===== src/rtl/i2c_byte_master.sv =====
// Byte-stream I2C write master: frames BYTES_PER_FRAME bytes between START and STOP.
// Optional macro I2C_NACK_ABORT_EN: a NACK ends the frame with STOP after that ACK phase.
module i2c_byte_master #(
    parameter int CLK_FREQ        = 125_000_000,
    parameter int I2C_FREQ        = 400_000,
    parameter int DATA_WIDTH      = 8,
    parameter int BYTES_PER_FRAME = 4
) (
    input  logic                  clk_i,
    input  logic                  rst_i,
    input  logic [DATA_WIDTH-1:0] data_i,
    input  logic                  valid_i,
    output logic                  ack_o,
    output logic                  scl_o,
    output logic                  sda_o,
    output logic                  sda_oe_o,
    input  logic                  sda_i,
    output logic                  busy_o,
    output logic                  nack_o
);

    localparam int QTR = CLK_FREQ / (4 * I2C_FREQ);
    localparam int QCW = (QTR > 1) ? $clog2(QTR) : 1;
    localparam int BCW = (DATA_WIDTH > 1) ? $clog2(DATA_WIDTH) : 1;
    localparam int FCW = (BYTES_PER_FRAME > 1) ? $clog2(BYTES_PER_FRAME) : 1;

    localparam logic [QCW-1:0]        QTR_ZERO  = QCW'(0);
    localparam logic [QCW-1:0]        QTR_ONE   = QCW'(1);
    localparam logic [QCW-1:0]        QTR_LAST  = QCW'(QTR - 1);
    localparam logic [BCW-1:0]        BIT_ZERO  = BCW'(0);
    localparam logic [BCW-1:0]        BIT_ONE   = BCW'(1);
    localparam logic [BCW-1:0]        BIT_MSB   = BCW'(DATA_WIDTH - 1);
    localparam logic [FCW-1:0]        BYTE_ZERO = FCW'(0);
    localparam logic [FCW-1:0]        BYTE_ONE  = FCW'(1);
    localparam logic [FCW-1:0]        BYTE_LAST = FCW'(BYTES_PER_FRAME - 1);
    localparam logic [DATA_WIDTH-1:0] DATA_ZERO = DATA_WIDTH'(0);

    typedef enum logic [2:0] {
        S_IDLE  = 3'd0,
        S_START = 3'd1,
        S_BIT   = 3'd2,
        S_ACK   = 3'd3,
        S_WAIT  = 3'd4,
        S_STOP  = 3'd5
    } state_t;

    state_t                state_q, state_d;
    logic [QCW-1:0]        qtr_cnt_q, qtr_cnt_d;
    logic [1:0]            phase_q, phase_d;
    logic [BCW-1:0]        bit_cnt_q, bit_cnt_d;
    logic [FCW-1:0]        byte_cnt_q, byte_cnt_d;
    logic [DATA_WIDTH-1:0] shift_q, shift_d;
    logic                  nack_q, nack_d;
    logic                  scl_q, scl_d;
    logic                  sda_q, sda_d;
    logic                  sda_oe_q, sda_oe_d;
    logic                  busy_q, busy_d;
    logic                  ack_s;
    logic                  qtr_end_s;
    logic                  phase_end_s;
    logic                  abort_s;

    assign qtr_end_s   = (qtr_cnt_q == QTR_LAST);
    assign phase_end_s = qtr_end_s && (phase_q == 2'd3);

`ifdef I2C_NACK_ABORT_EN
    assign abort_s = nack_q;
`else
    assign abort_s = 1'b0;
`endif

    // Next-state, counters, shift register and the upstream handshake
    always_comb begin
        state_d    = state_q;
        shift_d    = shift_q;
        bit_cnt_d  = bit_cnt_q;
        byte_cnt_d = byte_cnt_q;
        nack_d     = nack_q;
        ack_s      = 1'b0;

        if (state_q == S_IDLE) begin
            qtr_cnt_d = QTR_ZERO;
            phase_d   = 2'd0;
        end else if (qtr_end_s) begin
            qtr_cnt_d = QTR_ZERO;
            phase_d   = phase_q + 2'd1;
        end else begin
            qtr_cnt_d = qtr_cnt_q + QTR_ONE;
            phase_d   = phase_q;
        end

        case (state_q)
            S_IDLE: begin
                if (valid_i) begin
                    shift_d    = data_i;
                    ack_s      = 1'b1;
                    byte_cnt_d = BYTE_ZERO;
                    nack_d     = 1'b0;
                    state_d    = S_START;
                end else begin
                    state_d = S_IDLE;
                end
            end
            S_START: begin
                if (phase_end_s) begin
                    bit_cnt_d = BIT_MSB;
                    state_d   = S_BIT;
                end else begin
                    state_d = S_START;
                end
            end
            S_BIT: begin
                if (phase_end_s) begin
                    shift_d = shift_q << 1;
                    if (bit_cnt_q == BIT_ZERO) begin
                        state_d = S_ACK;
                    end else begin
                        bit_cnt_d = bit_cnt_q - BIT_ONE;
                        state_d   = S_BIT;
                    end
                end else begin
                    state_d = S_BIT;
                end
            end
            S_ACK: begin
                // Sample in the middle of the SCL-high window
                if ((phase_q == 2'd2) && (qtr_cnt_q == QTR_ZERO)) begin
                    nack_d = nack_q | sda_i;
                end else begin
                    nack_d = nack_q;
                end
                if (phase_end_s) begin
                    if ((byte_cnt_q == BYTE_LAST) || abort_s) begin
                        state_d = S_STOP;
                    end else if (valid_i) begin
                        shift_d    = data_i;
                        ack_s      = 1'b1;
                        byte_cnt_d = byte_cnt_q + BYTE_ONE;
                        bit_cnt_d  = BIT_MSB;
                        state_d    = S_BIT;
                    end else begin
                        state_d = S_WAIT;
                    end
                end else begin
                    state_d = S_ACK;
                end
            end
            S_WAIT: begin
                if (valid_i) begin
                    shift_d    = data_i;
                    ack_s      = 1'b1;
                    byte_cnt_d = byte_cnt_q + BYTE_ONE;
                    bit_cnt_d  = BIT_MSB;
                    qtr_cnt_d  = QTR_ZERO;
                    phase_d    = 2'd0;
                    state_d    = S_BIT;
                end else begin
                    state_d = S_WAIT;
                end
            end
            S_STOP: begin
                if (phase_end_s) begin
                    state_d = S_IDLE;
                end else begin
                    state_d = S_STOP;
                end
            end
            default: begin
                state_d   = S_IDLE;
                qtr_cnt_d = QTR_ZERO;
                phase_d   = 2'd0;
            end
        endcase
    end

    // Bus levels decoded from the upcoming state/quarter so the pins stay registered and aligned
    always_comb begin
        scl_d    = 1'b1;
        sda_d    = 1'b1;
        sda_oe_d = 1'b0;
        busy_d   = (state_d != S_IDLE);
        case (state_d)
            S_IDLE: begin
                scl_d    = 1'b1;
                sda_d    = 1'b1;
                sda_oe_d = 1'b0;
            end
            S_START: begin
                scl_d    = (phase_d < 2'd2);
                sda_d    = 1'b0;
                sda_oe_d = 1'b1;
            end
            S_BIT: begin
                scl_d    = (phase_d == 2'd1) || (phase_d == 2'd2);
                sda_d    = shift_d[DATA_WIDTH-1];
                sda_oe_d = 1'b1;
            end
            S_ACK: begin
                scl_d    = (phase_d == 2'd1) || (phase_d == 2'd2);
                sda_d    = 1'b1;
                sda_oe_d = 1'b0;
            end
            S_WAIT: begin
                scl_d    = 1'b0;
                sda_d    = 1'b1;
                sda_oe_d = 1'b0;
            end
            S_STOP: begin
                scl_d    = (phase_d != 2'd0);
                sda_d    = (phase_d >= 2'd2);
                sda_oe_d = (phase_d < 2'd2);
            end
            default: begin
                scl_d    = 1'b1;
                sda_d    = 1'b1;
                sda_oe_d = 1'b0;
            end
        endcase
    end

    // State and output registers with synchronous reset
    always_ff @(posedge clk_i) begin
        if (rst_i) begin
            state_q    <= S_IDLE;
            qtr_cnt_q  <= QTR_ZERO;
            phase_q    <= 2'd0;
            bit_cnt_q  <= BIT_ZERO;
            byte_cnt_q <= BYTE_ZERO;
            shift_q    <= DATA_ZERO;
            nack_q     <= 1'b0;
            scl_q      <= 1'b1;
            sda_q      <= 1'b1;
            sda_oe_q   <= 1'b0;
            busy_q     <= 1'b0;
        end else begin
            state_q    <= state_d;
            qtr_cnt_q  <= qtr_cnt_d;
            phase_q    <= phase_d;
            bit_cnt_q  <= bit_cnt_d;
            byte_cnt_q <= byte_cnt_d;
            shift_q    <= shift_d;
            nack_q     <= nack_d;
            scl_q      <= scl_d;
            sda_q      <= sda_d;
            sda_oe_q   <= sda_oe_d;
            busy_q     <= busy_d;
        end
    end

    // ack_o must coincide with the capture edge, so it is the only combinational output
    assign ack_o    = ack_s & ~rst_i;
    assign scl_o    = scl_q;
    assign sda_o    = sda_q;
    assign sda_oe_o = sda_oe_q;
    assign busy_o   = busy_q;
    assign nack_o   = nack_q;

endmodule


===== config.mk =====
export PLATFORM = sky130hd
export DESIGN_NAME = i2c_byte_master
export DESIGN_NICKNAME = d
export VERILOG_FILES = /design/src/rtl/i2c_byte_master.sv
export SDC_FILE = /design/constraint.sdc
export NUM_CORES = 1
export LEC_CHECK = 0
export ABC_AREA = 1
export BUFFER_PORTS_ARGS = -buffer_cell sky130_fd_sc_hd__buf_4
export CORE_MARGIN = 2
export CORE_UTILIZATION = 42
export CTS_CLUSTER_SIZE = 40
export DETAILED_ROUTE_END_ITERATION = 7
export PLACE_DENSITY = 0.68
export SLEW_MARGIN = 20
export SYNTH_ARGS = -nofsm -noshare
export SYNTH_HDL_FRONTEND = slang
export SYNTH_SLANG_ARGS = --single-unit
export TNS_END_PERCENT = 5

===== constraint.sdc =====
create_clock -name clk_i -period 3.1 [get_ports clk_i]
set_clock_uncertainty 0.1 [all_clocks]
set_input_delay 0.31 -clock clk_i [delete_from_list [all_inputs] [get_ports clk_i]]
set_output_delay 0.31 -clock clk_i [all_outputs]
set_load 0.1 [all_outputs]

==> key figures, run 1 <==
Power and ir drop
  – Pwr dens: 431 mW/mm^2
  – Leakage: 0.894 nW
  – Worst vdd ir: 0.000292 V

Clock tree
  – Setup Fix Bufs, Post-CTS: 0
  – Resize count post-CTS: 0
  – Clock Latency Late Sink: 0.28 ns
  – TritonCTS Buffers: 5
  – Clk sinks: 30
  – H-tree Lvls: 2
  – Worst-case clock buffer depth: 2
  – Reg clk slew, reported paths: 0.06 ns
  – Root Buffer: clkbuf_8
  – Hold-fix buffers, CTS: 0
  – CTS tree: built

Setup path
  – CP Launch Type: flip-flop
  – Max FO, Critical Path: 7
  – Critical Path Sink Type: primary output
  – Arr. time, crit path: 1.97 ns
  – Crit path kind: reg2out
  – WP data required: 2.69 ns

Global route
  – Vias in the first global route: 1,462
  – Gr usage total: 16.8%
  – Largest net degree at the start of global routing: 15
  – Global-route wire length before repair: 6.56 mm
  – Initial antenna violation count: 0
  – GR Overflow Total: 0

STA
  – Fin crit period: 2.38 ns
  – Min Hold Slack: 0.194 ns
  – Final Worst Setup Slack: 0.718 ns
  – Setup violations, final: 0
  – Final hold violation count: 0
  – Max Slew Vio Count: 0
  – Setup TNS: 0 ns
  – Final period util: 76.8%
  – Worst Tran Pin Value: 0.440 ns
  – Fmax: 420 MHz
  – Worst relative slew slack: 70.6%
  – RSZ-0062 raised after global routing: false

Synthesis
  – Commonest cells post-synth: 53 x nand2_1, 31 x nor2_1, 30 x dfxtp_1
  – Yosys top cell area share: 33.5%
  – Xor/xnor cell area share of the yosys netlist: 1.96%
  – Cell with the most instances after synthesis: nand2_1
  – Syn_area_per_cell: 7.14 um^2
  – Post-synthesis compound-gate area fraction: 15.2%
  – Post-synth EDFFs: 0
  – Mapped Area: 0.00179 mm^2
  – Synthesis Warnings: 0
  – Mux share of post-synthesis cell area: 0%
  – Synth Area in Simple Gates: 34.6%
  – Yosys cell types: 33
  – Most common flop cell mapped by yosys: dfxtp_1
  – Post-synthesis async set-or-reset flop share: 0%
  – Synth Instances: 251
  – Largest family of logic cells by synthesized area: simple AND/OR/NAND/NOR gates
  – Adder-cell share of the synthesized area: 6.98%
  – Top post-synthesis cells by area: dfxtp_1 34%, nand2_1 11%, ha_1 7.0%
  – Post-Syn Nets: 273
  – Seq cells post-synth: 30
  – Seq/Total Area, Yosys: 33.5%
  – Area leader, netlist: dfxtp_1

Detailed routing
  – Pre-antenna DRT Iters: 4
  – DRT iter0 DRCs: 73
  – Via/cell ratio: 5.11
  – Final ANT Viol Nets: 0
  – DR vias: 1,639
  – Post-DR wirelength/cell: 11.5 um
  – # DRC: 0
  – Post-Route WL: 3.68 mm

Run status
  – Status: completed

Finish
  – Share of layout cells above drive strength 1: 21.4%
  – Ant. Diodes: 0
  – Fillers: 403
  – Final #Nets: 292
  – Post-layout util: 50.5%
  – Area Growth Syn to Fin: 14.4%

Die
  – Starting Density: 44.2%
  – Die ar.: 0.00480 mm^2
  – Row count: 23
  – Die width: 69.3 um
  – I/O Pins: 18
  – Core box area: 0.00406 mm^2
  – Die Ht: 69.3 um

Run
  – Max-Cap Viols: 0

Placement
  – Detailed Place HPWL: 2.82 mm
  – Placer Congestion: 0.813
  – Post-Place Worst Slack: 1.00 ns
  – Port Buffers: 17

Min path
  – Hold Crit Class: in2reg
## state kept, by name (all words and copies together), names as in the netlist, 2 cells and up
register / flops
shift_q: 8
phase_q: 2
byte_cnt_q: 2
state_q: 3
bit_cnt_q: 3
qtr_cnt_q: 7
## worst max-delay path, stage by stage (launching register included)
cell     delay (ns)
dfxtp_1        0.44
ha_1           0.21
nand2_1        0.09
nor2_4         0.13
nand4_1        0.13
nand2_1        0.14
nand2_1        0.12
nor2_1         0.13
buf_4          0.30
## per-layer routing
metal / part of all wire, % / wire (um) / GRT usage, %
met3: 4.1 / 151 / 3.92
met1: 51 / 1880 / 22.9
met2: 43 / 1570 / 25.1
met5: 0 / 0 / 0
met4: 2.2 / 81 / 7.84
## placed cells by master, fill, tap and decap left out, drive strengths merged
| cell | n |
|---|---|
| nand2 | 60 |
| nor2 | 38 |
| dfxtp | 30 |
| inv | 30 |
| nand3 | 19 |
| buf | 17 |
| o21ai | 15 |
| a31oi | 10 |
| ha | 10 |
| clkbuf | 7 |
| nand4 | 6 |
| o211ai | 6 |
| a21oi | 6 |
| or2 | 5 |
| xor2 | 3 |
| clkinv | 2 |
| o21bai | 1 |
| a22oi | 1 |
| o31ai | 1 |
| a32oi | 1 |
| a311oi | 1 |
| xnor2 | 1 |
| nor3 | 1 |
## worst paths after layout
kind | startpoint | to | slack (ns) | depth (start not counted)
worst max-delay path | qtr_cnt_q[0]$_SDFF_PP0_ | ack_o | 0.72 | 8
worst min-delay path | rst_i | state_q[1]$_SDFF_PP0_ | 0.19 | 2
worst max register to register | qtr_cnt_q[0]$_SDFF_PP0_ | scl_o$_SDFF_PP1_ | 1.11 | 9
worst min register to register | bit_cnt_q[2]$_SDFFE_PP0P_ | bit_cnt_q[2]$_SDFFE_PP0P_ | 0.37 | 2
## stage by stage
stage          total power [mW]  area (um^2)  std cells
2_1_floorplan             0.539         1790        251
3_3_place_gp              0.571         1960        313
3_5_place_dp              0.573         1960        313
4_1_cts                   0.895         2050        321
5_1_grt                   0.926         2050        321
6_report                  0.883         2050        321
## where the power goes
part           total, mW  leakage, nW  switching, mW  internal, mW
combinational      0.148        0.601          0.101        0.0472
sequential         0.416        0.245         0.0112         0.405
clock              0.319       0.0482          0.140         0.179
## kinds of logic (layout without fill, tap and decap cells)
family / count (synthesis) / in the layout
buffers and inverters: 36 / 56
and+or+nand+nor: 129 / 129
DFF: 30 / 30
AOI/OAI and AO/OA: 42 / 42
xor gates and xnor gates: 4 / 4
adders and majority gates: 10 / 10
## layout make-up
type / count / area, um^2 / share of cell area (%)
Tap cell: 50 / 62.6 / 3.05
Clock buffer: 7 / 86.3 / 4.21
Multi-Input combinational cell: 185 / 1050 / 51.3
Timing Repair Buffer: 17 / 128 / 6.23
Clock inverter: 1 / 5.00 / 0.244
Inverter: 31 / 116 / 5.68
Sequential cell: 30 / 601 / 29.3
Power figures use the tool's default switching activity.
==> run 2, diff against run 1 <==
--- a/config.mk
+++ b/config.mk
@@ -11,7 +11,7 @@
 export CORE_UTILIZATION = 42
 export CTS_CLUSTER_SIZE = 40
 export DETAILED_ROUTE_END_ITERATION = 7
-export PLACE_DENSITY = 0.68
+export PLACE_DENSITY = 0.7
 export SLEW_MARGIN = 20
 export SYNTH_ARGS = -nofsm -noshare
 export SYNTH_HDL_FRONTEND = slang
==> constraint.sdc (replaced) <==
create_clock -name clk_i -period 2.1 [get_ports clk_i]
set_clock_uncertainty 0.1 [all_clocks]
set_input_delay 0.21 -clock clk_i [delete_from_list [all_inputs] [get_ports clk_i]]
set_output_delay 0.21 -clock clk_i [all_outputs]
set_load 0.1 [all_outputs]
==> run 2 against run 1 <==
Net effect:
- die area is the same
- utilization grew 3.4 points
- critical path type unchanged
- global-route usage grew 0.087 points
- largest cell class unchanged
- critical path depth grew 1
- critical endpoint unchanged
- final cell count grew 2.5%
==> key figures, run 2 (synthesis results as in run 1) <==
Finish
  – Max reg flops: 8 (unchanged)
  – Commonest non-fill, non-tap cells in the layout: 49 x nand2_1, 30 x nor2_1, 28 x dfxtp_1, 24 x buf_4, 21 x inv_1
  – Largest reg by FF count: shift_q
  – Area Growth Syn to Fin: 22.1%
  – Top flop regs: shift_q (8), qtr_cnt_q (7)
  – Final #Nets: 300 (+2.7%)
  – Share of layout cells above drive strength 1: 27.6% (+6.2 points)
  – Most common cell after layout, fill and taps aside: nand2_1
  – Design Area, Final: 0.00219 mm^2 (+6.8%)
  – Ant. Diodes: 0 (unchanged)
  – Post-layout util: 53.9% (+3.4 points)

Clock tree
  – H-tree Lvls: 2 (unchanged)
  – Clock Latency Late Sink: 0.28 ns (about the same)
  – Clk sinks: 30 (unchanged)
  – Worst-case clock buffer depth: 2 (unchanged)
  – TritonCTS Buffers: 5 (unchanged)
  – Hold-fix buffers, CTS: 0 (unchanged)
  – Reg clk slew, reported paths: 0.06 ns (about the same)
  – Root Buffer: clkbuf_8
  – CTS tree: built

Global route
  – Global-route wire length before repair: 6.68 mm (+1.9%)
  – Vias in the first global route: 1,529 (+4.6%)
  – Grt met3 use: 3.34% (-0.58 points)
  – GR Util met2: 27.0% (+1.9 points)
  – Largest net degree at the start of global routing: 15 (unchanged)
  – GR Overflow Total: 0 (unchanged)
  – Initial antenna violation count: 0 (unchanged)
  – Busiest grt layer: met2
  – Gr usage total: 16.9% (+0.087 points)
  – Met1 Track Usage GR: 22.5% (-0.44 points)

Min path
  – Hold Crit Class: in2reg
  – Hold Path Origin: sda_i
  – Worst Hold Path Cells: 3 (+1)
  – Worst Hold End: nack_o$_SDFFE_PP0P_

Setup path
  – R2R Path Start: qtr_cnt_q[1]$_SDFF_PP0_
  – Slowest cell on crit path: dfxtp_4
  – Worst r2r path cells: 10 (+1)
  – Critical Path Sink Type: primary output
  – Buf/Inv on CP: 2 (+1)
  – FF-to-FF setup slack: 0.24 ns (-0.87 ns)
  – Worst path cell trace: inv_4 > ha_4 > nand2_2 > nor2_4 > nand4_1 > nand2_2 > nand2_4 > nor2_4 > buf_12
  – Arr. time, crit path: 1.70 ns (-0.27 ns)
  – Crit path kind: reg2out
  – Reg-to-Reg End: scl_o$_SDFF_PP1_
  – WP data required: 1.79 ns (-0.90 ns)
  – CP peak stage delay: 0.36 ns (-0.08 ns)
  – CP Launch Type: flip-flop
  – Family with the most delay on the worst path: simple AND/OR/NAND/NOR gates
  – Max FO, Critical Path: 5 (-2)

STA
  – Final period util: 95.7%
  – Setup TNS: 0 ns (unchanged)
  – Final Worst Setup Slack: 0.0903 ns (-0.628 ns)
  – Fmax: 498 MHz
  – Max Slew Vio Count: 0 (unchanged)
  – Worst Tran Pin Value: 0.407 ns (-0.0327 ns)
  – Fin crit period: 2.01 ns
  – Setup violations, final: 0 (unchanged)
  – Worst relative slew slack: 72.7% (+2.1 points)
  – RSZ-0062 raised after global routing: false
  – Final hold violation count: 0 (unchanged)

Detailed routing
  – DRT iter0 DRCs: 100 (+37%)
  – Final ANT Viol Nets: 0 (unchanged)
  – Post-Route WL: 3.82 mm (+3.8%)
  – # DRC: 0 (unchanged)
  – Post-DR wirelength/cell: 11.6 um (+1.3%)
  – DR vias: 1,660 (+1.3%)
  – Pre-antenna DRT Iters: 5 (+1)
  – Via/cell ratio: 5.05 (-1.2%)

Placement
  – Port Buffers: 17 (unchanged)
  – Post-DP Area: 0.00199 mm^2 (+1.5%)
  – Placer Congestion: 0.758 (-6.8%)
  – Post-Place Worst Slack: 0.129 ns (-0.875 ns)
  – Detailed Place HPWL: 2.79 mm (-1.0%)

Die
  – Starting Density: 44.2% (unchanged)
  – I/O Pins: 18 (unchanged)
  – Die Ht: 69.3 um (unchanged)
  – Row count: 23 (unchanged)
  – Core box area: 0.00406 mm^2 (unchanged)
  – Die width: 69.3 um (unchanged)
  – Die ar.: 0.00480 mm^2 (unchanged)

Power and ir drop
  – Leakage: 0.953 nW (+6.6%)
  – Pwr dens: 645 mW/mm^2 (+50%)
  – Worst vdd ir: 0.000401 V (+37%)

Run status
  – Status: completed

Run
  – Max-Cap Viols: 0 (unchanged)
==> run 2: cell types whose count changed in the layout (fill, tap and decap cells not counted), sizes merged <==
cell / change
buf: +8
clkbuf: -2
bufinv: +1
clkinv: +1
==> run 2: final cells by class <==
class,instances,area (um^2)
clock buffers,5,68.8
multi-input cells,185,1090
flip-flops and latches,30,608
fillers,404,1870
well taps,50,62.6
clock inverters,3,40.0
repair buffers,25,200
inverters,31,119
==> run 2: how the worst max path moves through the flow <==
| stage | endpoint | slack (ns) | start | depth (start not counted) |
|---|---|---|---|---|
| 4_1_cts | ack_o | 0.01 | qtr_cnt_q[1]$_SDFF_PP0_ | 9 |
| 2_1_floorplan | ack_o | 0.15 | qtr_cnt_q[0]$_SDFF_PP0_ | 7 |
| 3_3_place_gp | ack_o | 0.19 | qtr_cnt_q[0]$_SDFF_PP0_ | 8 |
| 5_1_grt | ack_o | 0.001 | qtr_cnt_q[1]$_SDFF_PP0_ | 9 |
| 6_report | ack_o | 0.09 | qtr_cnt_q[1]$_SDFF_PP0_ | 9 |
| 3_5_place_dp | ack_o | 0.13 | qtr_cnt_q[0]$_SDFF_PP0_ | 8 |
==> run 2: report_power, final <==
part / switching, mW / internal (mW)
registers: 0.0169 / 0.596
logic: 0.156 / 0.0804
clock network: 0.215 / 0.348
total: 0.388 / 1.02
==> run 2: worst min-delay path, cell delays in order <==
cell     delay (ns)
buf_4          0.08
a32oi_1        0.08
nor2_1         0.08
==> run 2: per-layer routing <==
layer / share of wire (%) / routed length [um]
met5: 0 / 0
met4: 1.9 / 71
met3: 4.4 / 169
met2: 46 / 1740
met1: 48 / 1840
==> run 2: per-stage QoR <==
step	total power [mW]	instances	hold slack, ns
after floorplan	0.797	251	0.179
after global placement	0.850	316	0.350
after detailed placement	0.853	316	0.367
after CTS	1.43	325	0.0943
after global routing	1.47	329	0.110
final	1.41	329	0.0946
==> run 2: repair_timing <==
item | CTS | global route
setup buffers | 1 | 4
endpoints found under the setup margin | 1 | 4
hold endpoints to repair | 0 | 0
resized for setup | 6 | 11
pin swaps | 1 | 5
==> run 3, diff against run 2 <==
--- a/config.mk
+++ b/config.mk
@@ -12,6 +12,8 @@
 export CTS_CLUSTER_SIZE = 40
 export DETAILED_ROUTE_END_ITERATION = 7
 export PLACE_DENSITY = 0.7
+export RECOVER_POWER = 50
+export SKIP_LAST_GASP = 1
 export SLEW_MARGIN = 20
 export SYNTH_ARGS = -nofsm -noshare
 export SYNTH_HDL_FRONTEND = slang
==> run 3 against run 2 <==
Net effect:
- via count is 0.36% higher
- power is 0.44% lower
- utilization is 0.59 points lower
- worst setup slack better by 0.0011 ns
- register-to-register slack worse by 0.04 ns
- clock power hardly changed
- global-route usage stayed put
- combinational power is 3% lower
- final cell count stayed put
- hold slack hardly changed
- critical path depth stayed put
- critical path type unchanged
==> key figures, run 3 (synthesis results as in run 1) <==
Run status
  – Status: completed

Finish
  – Largest reg by FF count: shift_q
  – Commonest non-fill, non-tap cells in the layout: 50 x nand2_1, 31 x nor2_1, 28 x dfxtp_1, 21 x inv_1, 19 x buf_4
  – Ant. Diodes: 0 (unchanged)
  – Area Growth Syn to Fin: 20.8%
  – Most common cell after layout, fill and taps aside: nand2_1
  – Design Area, Final: 0.00216 mm^2 (-1.1%)
  – Share of layout cells above drive strength 1: 25.1% (-2.5 points)
  – Max reg flops: 8 (unchanged)
  – Final #Nets: 300 (unchanged)
  – Top flop regs: shift_q (8), qtr_cnt_q (7)

STA
  – Fmax: 498 MHz (about the same)
  – Fin crit period: 2.01 ns (-0.00115 ns)
  – Setup violations, final: 0 (unchanged)
  – Worst Tran Pin Value: 1.17 ns (+0.762 ns)
  – Max Slew Vio Count: 0 (unchanged)
  – Final period util: 95.6% (about the same)
  – Worst relative slew slack: 22.4% (-50 points)
  – Setup TNS: 0 ns (unchanged)
  – Final hold violation count: 0 (unchanged)
  – RSZ-0062 raised after global routing: false

Global route
  – Global-route wire length before repair: 6.68 mm (unchanged)
  – Gr usage total: 16.9% (unchanged)
  – GR Overflow Total: 0 (unchanged)
  – Initial antenna violation count: 0 (unchanged)
  – Largest net degree at the start of global routing: 15 (unchanged)
  – Vias in the first global route: 1,529 (unchanged)

Die
  – I/O Pins: 18 (unchanged)
  – Die ar.: 0.00480 mm^2 (unchanged)
  – Die Ht: 69.3 um (unchanged)
  – Core box area: 0.00406 mm^2 (unchanged)
  – Row count: 23 (unchanged)
  – Die width: 69.3 um (unchanged)
  – Starting Density: 44.2% (unchanged)

Detailed routing
  – DR top layer: met4
  – Pre-antenna DRT Iters: 4 (-1)
  – Met1 Routed Length: 1.86 mm (+0.98%)
  – Total length of routed met2 wires: 1.73 mm (-0.80%)
  – DRT iter0 DRCs: 92 (-8.0%)
  – Post-DR wirelength/cell: 11.6 um (+0.26%)
  – DR vias: 1,666 (+0.36%)
  – Post-Route WL: 3.83 mm (+0.26%)
  – Final ANT Viol Nets: 0 (unchanged)
  – Routed wl met3: 175 um (+3.6%)
  – Via/cell ratio: 5.06 (+0.36%)
  – # DRC: 0 (unchanged)

Power and ir drop
  – Leakage: 0.935 nW (-1.9%)
  – Pwr dens: 650 mW/mm^2 (+0.65%)
  – Worst vdd ir: 0.000401 V (about the same)

Setup path
  – R2R Path Start: state_q[0]$_SDFF_PP0_
  – CP Launch Type: flip-flop
  – Crit path from: qtr_cnt_q[1]$_SDFF_PP0_
  – Max FO, Critical Path: 5 (unchanged)
  – Crit path kind: reg2out
  – Arr. time, crit path: 1.70 ns (about the same)
  – Critical Path Sink Type: primary output
  – WP data required: 1.79 ns (about the same)

Clock tree
  – Clock Latency Late Sink: 0.28 ns (about the same)
  – Worst-case clock buffer depth: 2 (unchanged)
  – Hold-fix buffers, CTS: 0 (unchanged)
  – H-tree Lvls: 2 (unchanged)
  – TritonCTS Buffers: 5 (unchanged)
  – Reg clk slew, reported paths: 0.06 ns (about the same)
  – Clk sinks: 30 (unchanged)
  – Root Buffer: clkbuf_8
  – CTS tree: built

Placement
  – Placer Congestion: 0.758 (unchanged)
  – Port Buffers: 17 (unchanged)
  – Post-DP Area: 0.00199 mm^2 (unchanged)
  – Detailed Place HPWL: 2.79 mm (unchanged)

Run
  – Max-Cap Viols: 0 (unchanged)

Min path
  – Hold Path Origin: sda_i
  – Hold Crit Class: in2reg
## run 3: metrics by stage
stage | hold WS, ns | total power, mW | worst slack (ns) | util, % | std cells
6_report | 0.0943 | 1.41 | 0.0914 | 53.3 | 329
4_1_cts | 0.0943 | 1.43 | 0.0124 | 52.3 | 325
3_3_place_gp | 0.350 | 0.850 | 0.188 | 49.0 | 316
3_5_place_dp | 0.367 | 0.853 | 0.129 | 49.0 | 316
5_1_grt | 0.110 | 1.46 | 0.00143 | 53.3 | 329
2_1_floorplan | 0.179 | 0.797 | 0.154 | - | 251
## run 3: metal layers
layer,up-vias,track usage [%]
met5,-,0
met4,0,6.54
met3,8,3.34
met2,31,27.0
met1,745,22.5
li1,882,-
## run 3: final cells by class
type / instances / area [um^2]
clock inverter: 3 / 40.0
timing repair buffer: 25 / 181
tap: 50 / 62.6
inverter: 31 / 119
sequential: 30 / 608
multi-input combinational: 185 / 1080
fill: 413 / 1890
clock buffer: 5 / 68.8
## run 3: power by group
| group | internal, mW | switching, mW | leakage [nW] | total [mW] |
|---|---|---|---|---|
| registers | 0.596 | 0.0167 | 0.247 | 0.612 |
| clock network | 0.348 | 0.215 | 0.0579 | 0.563 |
| logic | 0.0745 | 0.156 | 0.631 | 0.230 |
| total | 1.02 | 0.388 | 0.935 | 1.41 |
## run 3: worst paths after layout
| check | end | slack, ns | depth (start not counted) |
|---|---|---|---|
| setup / recovery | ack_o | 0.09 | 9 |
| hold / removal | nack_o$_SDFFE_PP0P_ | 0.09 | 3 |
| setup reg to reg | scl_o$_SDFF_PP1_ | 0.20 | 9 |
| hold reg to reg | bit_cnt_q[2]$_SDFFE_PP0P_ | 0.38 | 2 |
## run 3: critical path, cell delays in order, from the launching register on
cell,delay [ns]
dfxtp_4,0.36
inv_4,0.06
ha_4,0.13
nand2_2,0.06
nor2_4,0.15
nand4_1,0.13
nand2_2,0.13
nand2_4,0.08
nor2_4,0.13
buf_12,0.18
## run 3: what timing repair did
action	in CTS	in global routing
endpoints found under the setup margin	1	4
pin swaps	1	5
buffers inserted	1	4
resized for setup	6	11
hold endpoints to repair	0	0
cloned	0	0
